<file path="src/rtl/seg7_scan_driver.sv">
// Time-multiplexed driver for a 4-digit common-anode seven-segment display with
// frame-aligned shadow buffers, per-digit blinking and anti-ghost guard cycles.
module seg7_scan_driver #(
  parameter int SCAN_DIV     = 100000,
  parameter int GUARD        = 2,
  parameter int BLINK_FRAMES = 50
) (
  input  logic        clk,
  input  logic        reset,
  input  logic        en,
  input  logic [15:0] digits_in,
  input  logic [3:0]  dp_in,
  input  logic [3:0]  blink_mask,
  output logic [3:0]  anode,
  output logic [6:0]  seg,
  output logic        dp,
  output logic        frame_start
);

  localparam int PC_W = $clog2(SCAN_DIV);
  localparam int BC_W = (BLINK_FRAMES > 1) ? $clog2(BLINK_FRAMES) : 1;

  localparam logic [PC_W-1:0] PC_LAST  = PC_W'(SCAN_DIV - 1);
  localparam logic [PC_W-1:0] PC_GUARD = PC_W'(GUARD);
  localparam logic [BC_W-1:0] BC_LAST  = BC_W'(BLINK_FRAMES - 1);

  logic [PC_W-1:0] pc;
  logic [1:0]      idx;
  logic [BC_W-1:0] blinkCnt;
  logic            blinkOff;

  logic [3:0][3:0] digSh;
  logic [3:0]      dpSh;
  logic [3:0]      bmSh;

  logic            tick;
  logic            frameWrap;
  logic            lit;
  logic            blank;
  logic [6:0]      segDec;

  assign tick      = (pc == PC_LAST);
  assign frameWrap = tick && (idx == 2'd3);

  // NOTE: every sequential block uses non-blocking assignments so all state
  // updates see the pre-edge values of their peers, independent of block order.
  always_ff @(posedge clk) begin
    if (reset) begin
      pc  <= '0;
      idx <= '0;
    end else if (tick) begin
      pc  <= '0;
      idx <= idx + 2'd1;
    end else begin
      pc  <= pc + 1'b1;
    end
  end

  // NOTE: the shadow buffers are ordinary flops, not a RAM, and are reset so the
  // first frame after reset shows "0000" instead of whatever powered up.
  always_ff @(posedge clk) begin
    if (reset) begin
      digSh <= '0;
      dpSh  <= '0;
      bmSh  <= '0;
    end else if (frameWrap) begin
      digSh <= digits_in;
      dpSh  <= dp_in;
      bmSh  <= blink_mask;
    end
  end

  always_ff @(posedge clk) begin
    if (reset) begin
      blinkCnt <= '0;
      blinkOff <= 1'b0;
    end else if (frameWrap) begin
      if (blinkCnt == BC_LAST) begin
        blinkCnt <= '0;
        blinkOff <= ~blinkOff;
      end else begin
        blinkCnt <= blinkCnt + 1'b1;
      end
    end
  end

  assign lit   = en && (pc >= PC_GUARD);
  assign blank = ~lit | (bmSh[idx] & blinkOff);

  // NOTE: segDec gets a default before the case so no path leaves it unassigned,
  // which would otherwise infer a latch.
  always_comb begin
    segDec = 7'h3F;
    case (digSh[idx])
      4'd0:    segDec = 7'h40;
      4'd1:    segDec = 7'h79;
      4'd2:    segDec = 7'h24;
      4'd3:    segDec = 7'h30;
      4'd4:    segDec = 7'h19;
      4'd5:    segDec = 7'h12;
      4'd6:    segDec = 7'h02;
      4'd7:    segDec = 7'h78;
      4'd8:    segDec = 7'h00;
      4'd9:    segDec = 7'h10;
      default: segDec = 7'h3F;
    endcase
  end

  // Registered pins; frame_start is asserted in the cycle whose state is slot 0, pc 0.
  always_ff @(posedge clk) begin
    if (reset) begin
      anode       <= 4'b1111;
      seg         <= 7'h7F;
      dp          <= 1'b1;
      frame_start <= 1'b0;
    end else begin
      anode       <= lit ? ~(4'b0001 << idx) : 4'b1111;
      seg         <= blank ? 7'h7F : segDec;
      dp          <= blank ? 1'b1 : ~dpSh[idx];
      frame_start <= frameWrap;
    end
  end

endmodule

</file>
<file path="config.mk">
export PLATFORM = sky130hd
export DESIGN_NAME = seg7_scan_driver
export DESIGN_NICKNAME = d
export VERILOG_FILES = /design/src/rtl/seg7_scan_driver.sv
export SDC_FILE = /design/constraint.sdc
export NUM_CORES = 1
export LEC_CHECK = 0
export BUFFER_PORTS_ARGS = -buffer_cell sky130_fd_sc_hd__buf_2
export CAP_MARGIN = 0
export CORE_ASPECT_RATIO = 1.25
export CORE_MARGIN = 1.5
export CORE_UTILIZATION = 45
export DETAILED_ROUTE_END_ITERATION = 10
export GPL_TIMING_DRIVEN = 1
export PLACE_DENSITY_LB_ADDON = 0.2
export SYNTH_ARGS = -nofsm -noshare
export SYNTH_HDL_FRONTEND = slang
export SYNTH_SLANG_ARGS = --single-unit
export TNS_END_PERCENT = 10
</file>
<file path="constraint.sdc">
create_clock -name clk -period 2.76 [get_ports clk]
set_input_delay 0.276 -clock clk [delete_from_list [all_inputs] [get_ports clk]]
set_output_delay 0.276 -clock clk [all_outputs]
set_load 0.1 [all_outputs]
</file>
## After elaboration in Yosys (flattened, before gate mapping)

Memory sizes are Yosys's and may differ from the RTL's. A register that Yosys moved wholly into a read port is not among the register bits.
Cells that the tools add are included.

- Register bits: 56
- Memory bits (read-only): 112
- Input port bits: 27
- Output and inout port bits: 13
- Word-level logic and storage cells: 42
- Memories kept: 1

Memories:

| name | depth | width | rd ports | clocked after memory_dff | wr ports | line | source |
|---|---|---|---|---|---|---|---|
| (no name shown) | 16 | 7 | 1 | 1 | 0 | 94 | `case (digSh[idx])` |

- Add/subtract/negate cells: 3
- Magnitude comparators: 2
- Equality and inequality tests: 3
- Shift operators: 1
- Muxes and demuxes: 7
- Bitwise logic cells: 6
- Reduce and logical (&&, ||, !) cells: 6

Operators by type and width:

| kind | count |
|---|---|
| $add A17 B1 Y17 const B | 1 |
| $eq A17 B17 Y1 const B | 1 |
| $ge A17 B2 Y1 const B | 1 |
| $bmux W4 S2 | 1 |
| $add A6 B1 Y6 const B | 1 |
| $eq A6 B6 Y1 const B | 1 |
| $mux W6 | 1 |
| $reduce_or A2 Y1 | 3 |
| $bmux W1 S2 | 2 |
| $mux W4 | 1 |
| $not A4 Y4 | 1 |
| $shl A1 B2 Y4 const A | 1 |
| $lt A2 B3 Y1 const B | 1 |
| $not A1 Y1 | 3 |
| $add A2 B1 Y2 const B | 1 |
| $eq A2 B2 Y1 const B | 1 |
| $logic_and A1 B1 Y1 | 2 |
| $mux W1 | 2 |
| $reduce_and A2 Y1 | 1 |
| $and A1 B1 Y1 | 1 |
| $or A1 B1 Y1 | 1 |

## Longest topological paths before layout

Gate-level depths: netlist of run 1.

- Depth in word-level cells: 5
- Mapped depth: 8
- Gate-level depth less buffers: 6

## Worst setup path before layout of run 1

OpenSTA, ideal clock, no wires.

- Path type: reg-to-reg
- Start: reg pc[1]
- End: reg pc[10]
- Library setup time: 117 ps
- Data arrival time: 1819 ps
- Data required time: 2643 ps
- Setup slack: 824 ps
- Cell stages (with the launch flop): 9
- Path buffers: 3
- Clock period less this slack: 1936 ps
- Path through: dfxtp_1 > ha_1 > buf_2 > nand4_1 > or3_1 > clkbuf_2 > o21ai_1 > buf_2 > nor2_1

- Cells in the longest elaborated chain, start to end: 2
- Elaborated cells on any way between the ends: 3
- Those cells by class: add/sub (1); eq/ne (1); reduce/logical (1)

RTL lines:

| element | line | source |
|---|---|---|
| from (decl) | 27 | `logic [PC_W-1:0] pc;` |
| from (signal assigned) | 55 | `pc <= pc + 1'b1;` |
| parallel branches: the longest is 2 deep, another holds $add A17 B1 Y17 | n/a |  |

Several ways; the timed one is not identified.
A chain may end at the register's enable or synchronous reset.

## Worst setup path after layout of run 1

- Start: reg pc[1]
- End: reg blinkCnt[1]

- Cells in the longest elaborated chain, start to end: 2

RTL lines:

| element | line | source |
|---|---|---|
| $eq A17 B17 Y1 | 42 | `assign tick = (pc == PC_LAST);` |
| $logic_and A1 B1 Y1 | 43 | `assign frameWrap = tick && (idx == 2'd3);` |
| to (signal assigned) | 82 | `blinkCnt <= blinkCnt + 1'b1;` |
| to (decl) | 29 | `logic [BC_W-1:0] blinkCnt;` |

No other way between the ends.

==> flow_metrics.env, run 1 <==
export IMPL_leakage_uw=0.00120
export IMPL_syn_inst=328
export IMPL_cp_end_kind="flip-flop"
export IMPL_grt_pass1_vias=2173
export IMPL_die_area_um2=6920
export IMPL_wl_per_cell_um=14.4
export IMPL_p_sw_uw=464
export IMPL_required_ns=3.03
export IMPL_clock_latency_ns=0.35
export IMPL_r2r_end="blinkCnt[1]"
export IMPL_drc=0
export IMPL_max_freq_ghz=0.466
export IMPL_clk_pin_slew_ns=0.07
export IMPL_slew_limit_headroom=0.541
export IMPL_fin_worst_skew_ns=0.0105
export IMPL_yosysSeqAreaShare=0.436
export IMPL_grt_pass1_wl_um=10100
export IMPL_synthesis_nets=368
export IMPL_grt_max_degree=39
export IMPL_synth_seq_cells=63
export IMPL_drt_initial_drc_count=159
export IMPL_avgSynthCellArea_um2=8.81
export IMPL_crit_arrival_ns=2.41
export IMPL_drv_cap=0
export IMPL_crit_end="blinkCnt[1]"
export IMPL_synthDistinctLibCells=46
export IMPL_avgViaCountPerCell=5.50
export IMPL_rsz0062_at_grt="no"
export IMPL_htreeDepth=3
export IMPL_synth_main_ff_cell="dfxtp_1"
export IMPL_post_cts_resized=0
export IMPL_diodes=0
export IMPL_combPwrFrac=0.061
export IMPL_rrSetupSlack_ns=0.61
export IMPL_grt_usage=0.194
export IMPL_final_common_cell="dfxtp_1"
export IMPL_slew_viol_final=0
export IMPL_p_int_uw=1510
export IMPL_hpwlAfterDp_um=4470
export IMPL_ant_nets=0
export IMPL_status="finished, final reports clean"
export IMPL_worstSetupPathType="reg -> reg"
export IMPL_cts_tree="built"
export IMPL_cts_sinks=63
export IMPL_die_x_um=74.7
export IMPL_overflow=0
export IMPL_cts_max_path_buffers=2
export IMPL_post_cts_setup_buffers=0
export IMPL_rows=32
export IMPL_areaGrowthSynthToFinish_pct=17.4
export IMPL_power_density_nw_per_um2=581
export IMPL_worstMarginPinSlew_ns=0.688
export IMPL_hold_start="dp_in[0]"
export IMPL_drive_gt1_frac=0.212
export IMPL_gp_congestion=0.798
export IMPL_finalCritPeriodShare=0.777
export IMPL_syn_cell_area_um2=2890
export IMPL_setup_violations=0
export IMPL_core_area_um2=6210
export IMPL_r2r_start="pc[1]"
export IMPL_initial_core_util=0.466
export IMPL_r2r_cells=5
export IMPL_cts_buffers=9
export IMPL_setup_tns_final_ns=0
export IMPL_dr_total_vias=2491
export IMPL_p_seq_frac=0.471
export IMPL_hp_class="in -> reg"
export IMPL_portBuffers=39
export IMPL_synth_edf_count=0
export IMPL_fin_area_um2=3390
export IMPL_clock_power_share=0.468
export IMPL_cp_max_fo=16
export IMPL_post_dp_cell_area_um2=3160
export IMPL_crit_path_start="pc[1]"
export IMPL_grt_antenna_before_repair=0
export IMPL_final_cell_mix="63 x dfxtp_1, 39 x buf_2, 36 x nand3_1"
export IMPL_timing_hold_violations_final=0
export IMPL_ios=40
export IMPL_firstDrtPassIters=4
export IMPL_wl_um=6510
export IMPL_min_period_ns=2.15
export IMPL_cts_root_buf="clkbuf_8"
export IMPL_swShare=0.235
export IMPL_peakVddDrop_mv=0.415
export IMPL_yosys_warnings=0
export IMPL_die_h_um=92.6
export IMPL_final_nets=403
export IMPL_ys_async_sr_fraction=0
export IMPL_cp_start_kind="flip-flop"
export IMPL_ctsHoldBuffers=0
[sequential cells by signal (all words and copies together), names as in the netlist]
signal and flops:
anode 4, blinkCnt 6, blinkOff 1, bmSh 4
digSh 16, dp 1, dpSh 4, frame_start 1
idx 2, pc 17, seg 7
[metal layers]
metal	GRT usage	wire length, um
met3	0.0522	275
met4	0.0985	75
met5	0	0
met1	0.238	3050
met2	0.308	3120
[per-stage QoR]
step           utilization  total power [uW]  setup slack [ns]  hold WS [ns]  std cells
3_5_place_dp         0.509              1070             0.625         0.461        437
2_1_floorplan            -              1030             0.824         0.428        328
3_3_place_gp         0.509              1070             0.679         0.454        437
6_report             0.547              1970             0.615         0.183        453
5_1_grt              0.547              2040             0.395         0.176        453
4_1_cts              0.547              1980             0.598         0.169        453
[cell usage after synthesis (2+ instances only)]
| cell | count | area, um2 |
|---|---|---|
| o21ai_0 | 34 | 170 |
| nand3_1 | 36 | 180 |
| ha_1 | 13 | 163 |
| a21oi_1 | 35 | 175 |
| nand2_1 | 13 | 48.8 |
| o21a_1 | 3 | 22.5 |
| nand2b_1 | 3 | 18.8 |
| o41ai_1 | 3 | 26.3 |
| and3_1 | 4 | 25.0 |
| inv_1 | 10 | 37.5 |
| dfxtp_1 | 63 | 1260 |
| o311ai_1 | 2 | 17.5 |
| mux4_2 | 6 | 135 |
| and2_1 | 2 | 12.5 |
| nor4_1 | 3 | 18.8 |
| nand4_1 | 10 | 62.6 |
| nor3_1 | 5 | 25.0 |
| xor2_1 | 7 | 61.3 |
| or4_1 | 2 | 15.0 |
| nor2_1 | 22 | 82.6 |
| nor2b_1 | 2 | 12.5 |
| clkbuf_1 | 14 | 52.6 |
| or3_1 | 3 | 18.8 |
| xnor2_1 | 5 | 43.8 |
| buf_2 | 7 | 35.0 |
[cells by family (layout without fill, tap and decap cells)]
family,after synthesis,count (layout),share of synthesized area
buffers and inverters,33,73,0.0463
AOI/OAI and AO/OA,89,89,0.175
adders and majority gates,13,13,0.0563
and+or+nand+nor,112,112,0.203
muxes,6,6,0.0468
xor gates and xnor gates,12,12,0.0364
DFF,63,63,0.436
[critical path, stage by stage (launching register included)]
cell	delay, ns
dfxtp_1	0.44
ha_1	0.22
nand4_1	0.12
or3_1	0.58
or4_1	0.56
a21oi_1	0.15
[power by group through the flow]
| stage | logic [uW] | clock network, uW | registers (uW) |
|---|---|---|---|
| global placement | 122 | 0 | 948 |
| CTS | 121 | 935 | 927 |
| detailed placement | 121 | 0 | 948 |
| finish | 120 | 922 | 927 |
| global route | 129 | 978 | 929 |
| floorplan | 32.9 | 0 | 999 |
[how the worst min path moves through the flow]
| stage | end | slack, ns | cells past startpoint |
|---|---|---|---|
| detailed placement | bmSh[2] | 0.46 | 2 |
| CTS | digSh[8] | 0.17 | 3 |
| global placement | bmSh[3] | 0.45 | 2 |
| global route | digSh[8] | 0.18 | 3 |
| finish | dpSh[0] | 0.18 | 3 |
| floorplan | bmSh[0] | 0.43 | 2 |
[final cells by class]
class	instances	area, um2
Clock inverter	5	80.1
Multi-Input combinational cell	232	1500
Sequential cell	63	1260
Tap cell	85	106
Fill cell	572	2810
Inverter	10	37.5
Clock buffer	11	151
Timing Repair Buffer	47	255
Power figures use the tool's default switching activity.
==> run 2, diff against run 1 <==
clock period = 1.8 ns   (was 2.76 ns; I/O delays follow)
==> run 2 against run 1 <==
Effect of this change: non-clock buffer count up 31; largest power group unchanged; critical path depth unchanged; first-iteration DRC count down 31%; wire length up 4.3%; cell area up 8.0%; setup slack worse by 0.54 ns.
==> flow_metrics.env, run 2 (synthesis results as in run 1) <==
export IMPL_status="finished, final reports clean"
export IMPL_worstSetupPathType="reg -> reg"
export IMPL_core_area_um2=6210
export IMPL_cp_max_fo=5
export IMPL_rsz0062_at_grt="yes"
export IMPL_rows=32
export IMPL_required_ns=2.07
export IMPL_p_total_uw=2850
export IMPL_grt_busiest_layer="met2"
export IMPL_portBuffers=39
export IMPL_max_freq_ghz=0.579
export IMPL_worstMarginPinSlew_ns=0.487
export IMPL_areaGrowthSynthToFinish_pct=26.8
export IMPL_swShare=0.245
export IMPL_overflow=0
export IMPL_p_int_uw=2150
export IMPL_grt_pass1_vias=2397
export IMPL_avgViaCountPerCell=5.46
export IMPL_grt_use_met3=0.0435
export IMPL_min_period_ns=1.73
export IMPL_wl_per_cell_um=14.0
export IMPL_post_dp_cell_area_um2=3410
export IMPL_combPwrFrac=0.080
export IMPL_initial_core_util=0.466
export IMPL_p_seq_frac=0.497
export IMPL_regMostFlops="pc"
export IMPL_cts_root_buf="clkbuf_8"
export IMPL_grtUsageMet1=0.280
export IMPL_cts_tree="built"
export IMPL_largestRegisters="pc (17), digSh (16), seg (7)"
export IMPL_grt_antenna_before_repair=0
export IMPL_drc=0
export IMPL_nFillCells=545
export IMPL_seqCellArea_um2=1270
export IMPL_timing_hold_violations_final=0
export IMPL_hpwlAfterDp_um=5010
export IMPL_cp_end_kind="flip-flop"
export IMPL_final_nets=434
export IMPL_fin_worst_skew_ns=0.00765
export IMPL_clk_pin_slew_ns=0.07
export IMPL_slew_limit_headroom=0.678
export IMPL_firstDrtPassIters=4
export IMPL_final_common_cell="dfxtp_1"
export IMPL_diodes=0
export IMPL_clock_latency_ns=0.34
export IMPL_post_cts_setup_buffers=0
export IMPL_hp_class="in -> reg"
export IMPL_die_x_um=74.7
export IMPL_leakage_uw=0.00136
export IMPL_grt_usage=0.212
export IMPL_dr_total_vias=2645
export IMPL_ios=40
export IMPL_grt_max_degree=30
export IMPL_cp_start_kind="flip-flop"
export IMPL_cts_buffers=9
export IMPL_drv_cap=0
export IMPL_setup_violations=0
export IMPL_fin_area_um2=3660
export IMPL_cts_max_path_buffers=2
export IMPL_htreeDepth=3
export IMPL_multi_input_area_um2=1550
export IMPL_power_density_nw_per_um2=778
export IMPL_drive_gt1_frac=0.301
export IMPL_cts_sinks=63
export IMPL_grt_pass1_wl_um=11200
export IMPL_ant_nets=0
export IMPL_crit_arrival_ns=2.00
export IMPL_peakVddDrop_mv=0.442
export IMPL_setup_tns_final_ns=0
export IMPL_drt_initial_drc_count=110
export IMPL_die_h_um=92.6
export IMPL_slew_viol_final=0
export IMPL_largest_reg_flops=17
export IMPL_clock_power_share=0.423
export IMPL_hold_ws_ns=0.0852
export IMPL_die_area_um2=6920
export IMPL_final_cell_mix="59 x dfxtp_1, 39 x buf_2, 36 x nand3_1"
export IMPL_p_sw_uw=700
export IMPL_finalCritPeriodShare=0.960
export IMPL_gp_congestion=0.861
export IMPL_use_met2=0.329
export IMPL_wl_um=6790
-- run 2: changes by cell type in the layout (fill, tap and decap cells not counted), sizes merged --
cell    delta
buf       +31
clkbuf     -1
clkinv     +2
bufinv     -1
-- run 2: metrics by stage --
step / util / cells / setup WS [ns]
floorplan: - / 328 / -0.0248
global placement: 0.550 / 468 / -0.0144
detailed placement: 0.550 / 468 / -0.0441
CTS: 0.587 / 484 / -0.0117
global route: 0.591 / 484 / -0.00729
finish: 0.591 / 484 / 0.0717
-- run 2: final cells by class --
type	instances	share of cell area
Timing Repair Buffer	78	0.140
Tap cell	85	0.0290
Clock buffer	10	0.0376
Clock inverter	6	0.0164
Inverter	10	0.0102
Sequential cell	63	0.346
Multi-Input combinational cell	232	0.422
-- run 2: power by group through the flow --
stage | clock network [uW] | registers, uW | logic (uW)
after global routing | 1310 | 1420 | 240
after global placement | 0 | 1450 | 211
after floorplan | 0 | 1530 | 51.8
after CTS | 1240 | 1420 | 228
final | 1210 | 1420 | 227
after detailed placement | 0 | 1450 | 213
-- run 2: routing by layer --
layer  up-vias  part of all wire
met3        11             0.044
met5         -                 0
li1       1317                 -
met4         0             0.021
met1      1249              0.45
met2        68              0.49
-- run 2: what timing repair did --
| action | in CTS | in global routing |
|---|---|---|
| hold buffers | 0 | 0 |
| cloned | 0 | 0 |
| setup endpoints to repair | 16 | 41 |
| hold endpoints to repair | 0 | 0 |
| resized for setup | 10 | 6 |
| pin swaps | 3 | 1 |
-- run 2: worst paths after layout --
check	endpoint	slack, ns	startpoint	cells past startpoint
max reg2reg	blinkCnt[1]	0.07	pc[0]	5
max	blinkCnt[1]	0.07	pc[0]	5
min reg2reg	bmSh[0]	0.47	bmSh[0]	2
min	dpSh[1]	0.09	dp_in[1]	3
-- run 2: worst max-delay path, cell delays in order (launching register included) --
cell and delay [ns]:
dfxtp_2 0.34, ha_1 0.16, nand4_1 0.11, or3_4 0.38, or4_1 0.50, a21oi_1 0.16
==> run 3, diff against run 2 <==
CELL_PAD_IN_SITES_DETAIL_PLACEMENT = 2   (was default)
CELL_PAD_IN_SITES_GLOBAL_PLACEMENT = 2   (was default)
CORE_UTILIZATION = 31   (was 45)
==> run 3 against run 2 <==
Effect of this change: sequential power barely moved; wire length rose by 33%; global-route usage fell by 1.3 points; combinational power rose by 8%; utilization fell by 16 points; critical endpoint unchanged; register-to-register slack got worse by 0.03 ns; die area rose by 43%; hold slack improved by 0.013 ns; first-iteration DRC count fell by 44%; non-clock buffer count rose by 4; cell area rose by 7.0%; largest cell class unchanged; via count rose by 3.9%.
==> flow_metrics.env, run 3 (synthesis results as in run 1) <==
export IMPL_status="finished, final reports clean"
export IMPL_areaGrowthSynthToFinish_pct=35.7
export IMPL_hp_class="in -> reg"
export IMPL_grt_antenna_before_repair=0
export IMPL_diodes=0
export IMPL_leakage_uw=0.00145
export IMPL_required_ns=2.07
export IMPL_cp_max_fo=6
export IMPL_overflow=0
export IMPL_largestRegisters="pc (17), digSh (16), seg (7)"
export IMPL_drv_cap=0
export IMPL_htreeDepth=3
export IMPL_regMostFlops="pc"
export IMPL_ios=40
export IMPL_fin_worst_skew_ns=0.00631
export IMPL_cts_tree="built"
export IMPL_cts_max_path_buffers=2
export IMPL_worstSetupPathType="reg -> reg"
export IMPL_nFillCells=1051
export IMPL_worstMarginPinSlew_ns=0.495
export IMPL_gp_congestion=0.768
export IMPL_dp_worst_setup_slack_ns=-0.0526
export IMPL_setup_tns_final_ns=0
export IMPL_crit_arrival_ns=2.03
export IMPL_setup_violations=0
export IMPL_dr_total_vias=2749
export IMPL_drt_initial_drc_count=62
export IMPL_clk_pin_slew_ns=0.06
export IMPL_cts_sinks=63
export IMPL_max_freq_ghz=0.567
export IMPL_wl_per_cell_um=17.2
export IMPL_drc=0
export IMPL_p_total_uw=3550
export IMPL_power_density_nw_per_um2=905
export IMPL_cp_start_kind="flip-flop"
export IMPL_firstDrtPassIters=4
export IMPL_cts_root_buf="clkbuf_16"
export IMPL_rows=39
export IMPL_rsz0062_at_grt="yes"
export IMPL_final_cell_mix="59 x dfxtp_1, 39 x buf_2, 38 x buf_4"
export IMPL_final_common_cell="dfxtp_1"
export IMPL_hpwlAfterDp_um=6510
export IMPL_portBuffers=39
export IMPL_avgViaCountPerCell=5.23
export IMPL_slew_viol_final=0
export IMPL_die_x_um=89.4
export IMPL_rrSetupSlack_ns=0.04
export IMPL_ant_nets=0
export IMPL_finalCritPeriodShare=0.979
export IMPL_grt_pass1_wl_um=14900
export IMPL_initial_core_util=0.317
export IMPL_core_area_um2=9130
export IMPL_drive_gt1_frac=0.323
export IMPL_clock_latency_ns=0.34
export IMPL_grt_usage=0.200
export IMPL_cts_buffers=9
export IMPL_slew_limit_headroom=0.672
export IMPL_final_nets=438
export IMPL_min_period_ns=1.76
export IMPL_grt_pass1_vias=2987
export IMPL_timing_final_ws_setup_ns=0.0370
export IMPL_timing_hold_violations_final=0
export IMPL_seqCellArea_um2=1270
export IMPL_grt_max_degree=37
export IMPL_final_util=0.430
export IMPL_cp_end_kind="flip-flop"
export IMPL_wl_um=9050
export IMPL_die_h_um=111
export IMPL_die_area_um2=9920
export IMPL_peakVddDrop_mv=0.486
export IMPL_multi_input_area_um2=1590
export IMPL_largest_reg_flops=17
-- run 3: metal layers --
metal	GRT usage	routed length, um	up-vias
met1	0.218	3610	1359
li1	-	-	1326
met2	0.355	4880	44
met5	0	0	-
met4	0.0821	272	0
met3	0.0499	288	20
-- run 3: final cells by class --
class                   instances  share of cell area
repair buffers                 82               0.139
clock buffers                  10              0.0609
inverters                      10             0.00957
flip-flops and latches         63               0.323
clock inverters                 6              0.0214
multi-input cells             232               0.406
well taps                     123              0.0392
-- run 3: worst max-delay path, cell delays in order, from the launching register on --
cell	delay (ns)
dfxtp_2	0.35
ha_2	0.20
nand4_1	0.11
or3_4	0.39
or4_1	0.49
a21oi_1	0.15
-- run 3: metrics by stage --
stage               area (um2)  cells  hold WS (ns)
global route              3920    526         0.103
global placement          3490    510         0.444
finish                    3920    526        0.0980
CTS                       3830    526        0.0874
floorplan                 2900    328         0.332
detailed placement        3490    510         0.447
-- run 3: final timing paths --
kind / from / endpoint / cells past startpoint
setup / recovery: pc[0] / blinkCnt[1] / 5
hold / removal: dp_in[0] / dpSh[0] / 3
setup reg to reg: pc[0] / blinkCnt[1] / 5
hold reg to reg: digSh[4] / digSh[4] / 2
-- run 3: where the power goes --
group | switching (uW) | total [uW] | leakage [uW] | internal, uW
Clock | 640 | 1880 | 0.000162 | 1240
Sequential | 8.05 | 1420 | 0.000511 | 1410
Combinational | 167 | 246 | 0.000777 | 79.2
Total | 815 | 3550 | 0.00145 | 2730
-- run 3: repair_timing --
| action | CTS | global route |
|---|---|---|
| hold buffers | 0 | 0 |
| setup buffers | 0 | 0 |
| pin swaps | 0 | 5 |
| resized for setup | 7 | 22 |
| endpoints found under the setup margin | 25 | 26 |
